[config.mk]
export PLATFORM = sky130hd
export DESIGN_NAME = muldiv_ctrl
export DESIGN_NICKNAME = d
export VERILOG_FILES = /design/src/rtl/muldiv_pkg.sv /design/src/rtl/muldiv_cycle_counter.sv /design/src/rtl/muldiv_ctrl.sv
export SDC_FILE = /design/constraint.sdc
export NUM_CORES = 1
export LEC_CHECK = 0
export BUFFER_PORTS_ARGS = -buffer_cell sky130_fd_sc_hd__buf_2
export CAP_MARGIN = 40
export CORE_MARGIN = 5
export CORE_UTILIZATION = 25
export DETAILED_ROUTE_END_ITERATION = 10
export HOLD_SLACK_MARGIN = 0.08
export PLACE_DENSITY = 0.47
export SETUP_SLACK_MARGIN = 0.05
export SLEW_MARGIN = 15
export SYNTH_ARGS = -nofsm -noshare
export SYNTH_HDL_FRONTEND = slang
export SYNTH_SLANG_ARGS = --single-unit
[constraint.sdc]
create_clock -name clk -period 2.7 [get_ports clk]
set_input_delay 0.54 -clock clk [delete_from_list [all_inputs] [get_ports clk]]
set_output_delay 0.54 -clock clk [all_outputs]
set_load 0.02 [all_outputs]
[src/rtl/muldiv_pkg.sv]
// Shared types and constants for the MULT/DIV sequencer.
package muldiv_pkg;

    typedef enum logic [2:0] {
        IDLE,
        START,
        RUN,
        WRITE,
        DZERO
    } state_e;

    typedef enum logic {
        OP_MULT,
        OP_DIV
    } op_e;

    // HI/LO source-mux select encoding
    localparam logic HILO_SRC_DIV  = 1'b0;
    localparam logic HILO_SRC_MULT = 1'b1;

endpackage

[src/rtl/muldiv_cycle_counter.sv]
// Down-counter that times the multicycle unit; saturates at zero so it can never wrap.
module muldiv_cycle_counter
    import muldiv_pkg::*;
#(
    parameter int CNT_W = 6
) (
    input  logic             clk,
    input  logic             reset,
    input  logic             load_i,
    input  logic [CNT_W-1:0] load_value_i,
    input  logic             dec_i,
    output logic             zero_o
);

    logic [CNT_W-1:0] cnt_q;

    // Load has priority over decrement; decrement stops at zero.
    always_ff @(posedge clk or negedge reset) begin
        if (!reset) begin
            cnt_q <= '0;
        end else if (load_i) begin
            cnt_q <= load_value_i;
        end else if (dec_i && (cnt_q != '0)) begin
            cnt_q <= cnt_q - 1'b1;
        end
    end

    assign zero_o = (cnt_q == '0);

endmodule

[src/rtl/muldiv_ctrl.sv]
// Sequencer for the MULT/DIV units and the HI/LO write enables.
// Outputs are registered from the next state, so every enable is a clean flop output.
module muldiv_ctrl
    import muldiv_pkg::*;
#(
    parameter int MULT_CYCLES = 32,
    parameter int DIV_CYCLES  = 32,
    parameter int CNT_W       = 6
) (
    input  logic        clk,
    input  logic        reset,
    input  logic        mult_req,
    input  logic        div_req,
    input  logic        abort,
    input  logic [31:0] b_operand,
    output logic        mult_start,
    output logic        div_start,
    output logic        hilo_src,
    output logic        hi_write,
    output logic        lo_write,
    output logic        busy,
    output logic        done,
    output logic        div_zero
);

    // RUN lasts exactly N cycles: loaded with N-1, leaves when the count reads zero.
    localparam logic [CNT_W-1:0] MULT_LOAD = CNT_W'(MULT_CYCLES - 1);
    localparam logic [CNT_W-1:0] DIV_LOAD  = CNT_W'(DIV_CYCLES - 1);

    state_e state_q, state_d;
    op_e    op_q, op_d;
    logic   hilo_src_q, hilo_src_d;

    logic   mult_start_q, div_start_q;
    logic   hi_write_q, lo_write_q, done_q;
    logic   busy_q, div_zero_q;

    logic             cnt_load;
    logic [CNT_W-1:0] cnt_load_value;
    logic             cnt_dec;
    logic             cnt_zero;

    assign cnt_load       = (state_q == START);
    assign cnt_load_value = (op_q == OP_MULT) ? MULT_LOAD : DIV_LOAD;
    assign cnt_dec        = (state_q == RUN);

    muldiv_cycle_counter #(
        .CNT_W (CNT_W)
    ) u_cnt (
        .clk          (clk),
        .reset        (reset),
        .load_i       (cnt_load),
        .load_value_i (cnt_load_value),
        .dec_i        (cnt_dec),
        .zero_o       (cnt_zero)
    );

    // Next-state logic: requests are only looked at in IDLE, mult wins over div.
    always_comb begin
        state_d    = state_q;
        op_d       = op_q;
        hilo_src_d = hilo_src_q;
        unique case (state_q)
            IDLE: begin
                if (mult_req) begin
                    state_d    = START;
                    op_d       = OP_MULT;
                    hilo_src_d = HILO_SRC_MULT;
                end else if (div_req) begin
                    if (b_operand == '0) begin
                        state_d = DZERO;
                    end else begin
                        state_d    = START;
                        op_d       = OP_DIV;
                        hilo_src_d = HILO_SRC_DIV;
                    end
                end
            end
            START: state_d = abort ? IDLE : RUN;
            RUN: begin
                if (abort) begin
                    state_d = IDLE;
                end else if (cnt_zero) begin
                    state_d = WRITE;
                end
            end
            // a flush arriving in WRITE is too late to cancel the HI/LO update
            WRITE:   state_d = IDLE;
            DZERO:   state_d = IDLE;
            default: state_d = IDLE;
        endcase
    end

    // State and registered outputs, all cleared asynchronously so no write survives reset.
    always_ff @(posedge clk or negedge reset) begin
        if (!reset) begin
            state_q      <= IDLE;
            op_q         <= OP_MULT;
            hilo_src_q   <= HILO_SRC_DIV;
            mult_start_q <= 1'b0;
            div_start_q  <= 1'b0;
            hi_write_q   <= 1'b0;
            lo_write_q   <= 1'b0;
            done_q       <= 1'b0;
            busy_q       <= 1'b0;
            div_zero_q   <= 1'b0;
        end else begin
            state_q      <= state_d;
            op_q         <= op_d;
            hilo_src_q   <= hilo_src_d;
            mult_start_q <= (state_d == START) && (op_d == OP_MULT);
            div_start_q  <= (state_d == START) && (op_d == OP_DIV);
            hi_write_q   <= (state_d == WRITE);
            lo_write_q   <= (state_d == WRITE);
            done_q       <= (state_d == WRITE);
            busy_q       <= (state_d != IDLE);
            div_zero_q   <= (state_d == DZERO);
        end
    end

    assign mult_start = mult_start_q;
    assign div_start  = div_start_q;
    assign hilo_src   = hilo_src_q;
    assign hi_write   = hi_write_q;
    assign lo_write   = lo_write_q;
    assign done       = done_q;
    assign busy       = busy_q;
    assign div_zero   = div_zero_q;

endmodule

# Word level (Yosys, flattened, before mapping)
# Index checks and enable logic that the tools add are counted.
totals:
  reg_bits: 16
  latch_bits: 0
  ramBits: 0
  romBits: 0
  in_bits: 37
  output_inout_bits: 8
  word_cells: 44
  memories: 0
classes:
  n_addsub: 1
  mul: 0
  div_mod_pow: 0
  magnitude_cmp: 0
  n_eq_ne: 6
  shift: 0
  n_mux: 16
  n_bitwise: 1
  reduce_logical: 11
op_table:
  columns: ["cell", "count"]
  rows:
  - ["32-bit zero test", 1]
  - ["3-bit 2-to-1 mux", 5]
  - ["6-bit 2-to-1 mux", 2]
  - ["3-bit one-hot mux with 3 select lines", 1]
  - ["1-bit 2-to-1 mux", 7]
  - ["3-bit by 1-bit equality test with 1-bit output, second input constant", 2]
  - ["3-bit by 2-bit equality test with 1-bit output, second input constant", 2]
  - ["6-bit zero test", 1]
  - ["6-bit nonzero test", 1]
  - ["6-bit by 1-bit subtractor with 6-bit output, second input constant", 1]
  - ["2-bit nonzero test", 2]
  - ["3-bit equality test, second input constant", 1]
  - ["1-bit logical AND", 3]
  - ["3-bit zero test", 1]
  - ["3-bit AND reduction", 1]
  - ["3-bit nonzero test", 1]
  - ["2-bit 2-to-1 mux", 1]
  - ["2-bit inequality test, second input constant", 1]
  - ["1-bit inverter", 1]

# Depth between registers and ports, before layout
depth:
  word_depth: 7
  depth_mapped: 6

# Hierarchy
# From an unflattened synthesis, not the netlist that was laid out.
unflattened:
  cells_unflattened: 88
  area_unflattened_um2: 874.6
by_module_without_submodules:
  columns: ["module", "instances", "cells_per_inst", "area_each_um2", "seq_area_each_um2"]
  rows:
  - ["muldiv_ctrl", 1, 44, 479.2, 225.2]
  - ["muldiv_cycle_counter", 1, 44, 395.4, 150.1]

# Least setup slack after synthesis
# OpenSTA, ideal clock, no wires.
synth_timing:
  path_kind: "reg-to-reg"
  start: "reg u_cnt.cnt_q[0]"
  end: "reg u_cnt.cnt_q[4]"
  arrival_time_ns: 1.699
  t_required_ns: 2.576
  slack_ns: 0.877
  path_stages_with_launch: 7
  synth_period_minus_slack_ns: 1.823
  cell_sequence: "dfrtp_1 > inv_1 > ha_1 > or4b_1 > or2_4 > nor3b_1 > a211o_1"
synth_via:
  elab_chain_cells: 3
  word_cells_on_any_way: 6
  classes_between: "add/sub: 1; mux: 2; reduce/logical: 3"
synth_rtl:
  columns: ["element", "line", "rtl"]
  rows:
  - ["start: declaration", "muldiv_cycle_counter.sv:15", "logic [CNT_W-1:0] cnt_q;"]
  - ["start signal: assignment", "muldiv_cycle_counter.sv:22", "cnt_q <= load_value_i;"]
  - ["start signal: assignment", "muldiv_cycle_counter.sv:24", "cnt_q <= cnt_q - 1'b1;"]
  - ["6-bit by 1-bit subtractor with 6-bit output / 6-bit nonzero test (equally long branches)", "muldiv_cycle_counter.sv:24, muldiv_cycle_counter.sv:23", null]
  - ["6-bit 2-to-1 mux / 1-bit logical AND (equally long branches)", "muldiv_cycle_counter.sv:23", "end else if (dec_i && (cnt_q != '0)) begin"]
  - ["6-bit 2-to-1 mux / 2-bit nonzero test (equally long branches)", null, null]
# Several ways; a longest one is shown, not always the timed one. The select of a mux whose other input is x is not followed.
# A chain may end at the register's enable or synchronous reset.

# Worst setup path after layout
# Same ends and word-level chain as after synthesis.

==> Implementation_results.wiki <==
{| class="wikitable"
! Metric !! Value
|-
| Async S/R FF share, synth || 1.00
|-
| Largest net degree at the start of global routing || 16
|-
| Number of flops mapped to enable cells by yosys || 0
|-
| Share of cells above drive strength 1 || 0.398
|-
| Final worst slack || 0.772 ns
|-
| Synth Instances || just under 80
|-
| Wire length of the first global-routing pass || between 3 and 4 mm
|-
| Share of the synthesized area in compound gates (AO/OA/AOI/OAI) || 0.0946
|-
| Vias per Instance || 4.88
|-
| First-pass iteration count of the detailed router || 4
|-
| Register-to-register path setup slack || a little under 0.8 ns
|-
| Peak supply drop || 0.145 mV
|-
| Remaining Overflow, GRT || 0
|-
| Number of levels the H-tree was split into || 1
|-
| Final period util || 0.714
|-
| Antenna Violating Nets Remaining || 0
|-
| Startpoint of the most critical register-to-register path || u_cnt.cnt_q[0]
|-
| Maximum clock frequency || ~0.52 GHz
|-
| Area Growth Syn to Fin || 34.6%
|-
| Areal power density over the cells || between 700 and 800 mW/mm²
|-
| Number of cells in the finished layout apart from fillers || 156
|-
| Post-cts gate resize count || 0
|-
| CTS root buffer || clkbuf_4
|-
| Max_slew headroom || 0.765
|-
| Core region area || 0.00300 mm²
|-
| Sequential area share after synthesis || 0.489
|-
| Number of distinct library cells after synthesis || 28
|-
| Crit path launch || u_cnt.cnt_q[0]
|-
| Number of nets in the layout || roughly 160
|-
| Unrepaired setup endpoints after global routing || false
|-
| Post-CTS Setup Bufs || 0
|-
| DP Cell Count || 152
|-
| Ranking of synthesized cells by area || dfrtp_1, nor4_1, nor2_1
|-
| Clock latency of the later-clocked register in the worst-skew pair || 0.28 ns
|-
| Type of destination of the critical path || register
|-
| Final period demand of the worst path || 1.93 ns
|-
| Total of max-cap violations || 0
|-
| Outcome || finished, final reports clean
|-
| Avg Inst Size Synth || 9.71 µm²
|-
| Most frequently used flop master after synthesis || dfrtp_1
|-
| Fraction of the mapped netlist area in adder cells || 0.0326
|-
| Area share of the largest cell type after synthesis || 0.489
|-
| FF+latch count, synth || 15
|-
| FF-to-FF path depth || 6
|-
| Max clock buf depth || 2
|-
| Synth area leader || dfrtp_1
|-
| Mux share of post-synthesis cell area || 0.0261
|-
| Category of the most critical setup path || reg2reg
|-
| Syn nets || ~120
|-
| Worst Path Max Fanout || 4
|-
| Reg-to-Reg End || u_cnt.cnt_q[4]
|-
| Data arrival time of the critical path || approximately 2.1 ns
|-
| Boundary Pins || 45
|-
| Worst hold slack across all endpoints || between 0.1 and 0.15 ns
|-
| Critical path destination || u_cnt.cnt_q[4]
|-
| Placement-stage worst setup slack || 0.784 ns
|-
| Initial cell density of the core || 0.255
|-
| Floorplan die area || 0.00428 mm²
|-
| Iteration-0 DRC Markers || 29
|-
| Sum of net half-perimeters after detailed placement || roughly 1.6 mm
|-
| RePlAce Congestion || 0.757
|-
| Type of the tightest min-delay check || in2async
|-
| Static leakage || 0.000499 µW
|-
| Number of remaining DRC errors || 0
|-
| Via count of the first global-routing pass || 811
|-
| Hold_buf cts || 0
|-
| Clock tree from TritonCTS || done
|-
| Slew at the pin closest to its max-slew limit || 0.349 ns
|-
| Post-detailed-route wirelength per cell || 12.8 µm
|-
| Num Clock Sinks || 15
|-
| GR Util All Layers || 0.103
|-
| Area share of and/or/nand/nor cells after synthesis || 0.290
|-
| Kind of launch point of the worst setup path || register
|-
| Antenna violations before repair || 0
|-
| Overall die width || around 65 µm
|-
| Die height || 65.4 µm
|-
| Row Count || 20
|-
| Endpoint required time on the critical path || around 2.9 ns
|-
| Total of buffers placed on input and output ports || 44
|-
| Post-synthesis xor/xnor area fraction || 0.0228
|-
| Yosys warns || 0
|-
| Cell area after technology mapping || 767 µm²
|-
| Final Skew || between 0.001 and 0.0015 ns
|-
| TritonCTS Buffers || 3
|-
| Final Setup Violations || 0
|-
| Setup TNS || 0 ns
|-
| Number of pins with negative max-slew slack in the final report || 0
|-
| Clock-pin slew on the worst setup and hold paths || 0.09 ns
|-
| Main combinational cell family by area after synthesis || simple AND/OR/NAND/NOR gates
|-
| Final Hold Viols || 0
|-
| Via count of the routed design || 762
|-
| Total wirelength of the detailed-routed design || 2.00 mm
|-
| Antenna diode instance count || 0
|}
==> registers in the layout, summed over array words and instances (netlist names) <==
signal / cells
div_zero: 1
div_start: 1
busy: 1
state_q: 3
u_cnt.cnt_q: 6
done: 1
hilo_src: 1
mult_start: 1
==> power by group <==
group          switching (µW)  internal [µW]  total [µW]
logic                     156            115         271
registers                51.6            274         326
clock network            72.2           57.2         129
total                     279            447         726
==> area by class of cell <==
| type | count | area, µm² |
|---|---|---|
| flip-flops and latches | 15 | 375 |
| fillers | 311 | 1970 |
| well taps | 33 | 41.3 |
| multi-input cells | 57 | 358 |
| repair buffers | 44 | 220 |
| clock buffers | 4 | 26.3 |
| inverters | 3 | 11.3 |
==> cell usage after synthesis, types with 2 or more instances <==
library cell	number
dfrtp_1	15
nor4_1	11
nor2_1	9
nand2_1	6
nor3_1	6
inv_1	3
buf_4	2
clkbuf_1	2
ha_1	2
mux2i_1	2
nand3_1	2
nand4_1	2
xnor2_1	2
==> logic make-up after synthesis <==
logic type      after synthesis
xor+xnor                      2
flops                        15
buf+inv                       7
fa+ha+maj                     2
simple gates                 41
mux                           2
compound gates               10
==> layer usage <==
layer	GRT usage	routed length (µm)
met1	0.117	870
met2	0.187	1000
met3	0.0103	96
met4	0.0544	29
met5	0	0
==> worst min path at each step <==
stage                          end     start
floorplan                     busy     reset
global placement          hilo_src  hilo_src
detailed placement        hilo_src  hilo_src
CTS                 u_cnt.cnt_q[0]     reset
global route                  busy     reset
finish                    div_zero     reset
==> placed cells by master, fill, tap and decap left out, drive strengths merged, types with 2 or more instances in the layout <==
cell type	count
clkbuf	4
nand3	2
inv	3
nor4	11
nor3	6
mux2i	2
nor3b	2
dfrtp	15
nor2	9
ha	2
nand4	2
buf	44
xnor2	2
nand2	6
==> metrics by stage <==
stage               cell area (µm²)  total power, µW   util
global placement               1010              601  0.335
floorplan                       767              512      -
detailed placement             1010              600  0.335
global route                   1030              792  0.344
finish                         1030              726  0.344
CTS                            1030              735  0.344
==> worst max-delay path, cell delays in order (launching register included) <==
cell and delay (ns):
dfrtp_1 0.41, inv_1 0.12, ha_1 0.18, or4b_1 0.45, or2_4 0.26, nor3b_1 0.14
a211o_1 0.26
Note: power is estimated with default switching activity, not from simulation.
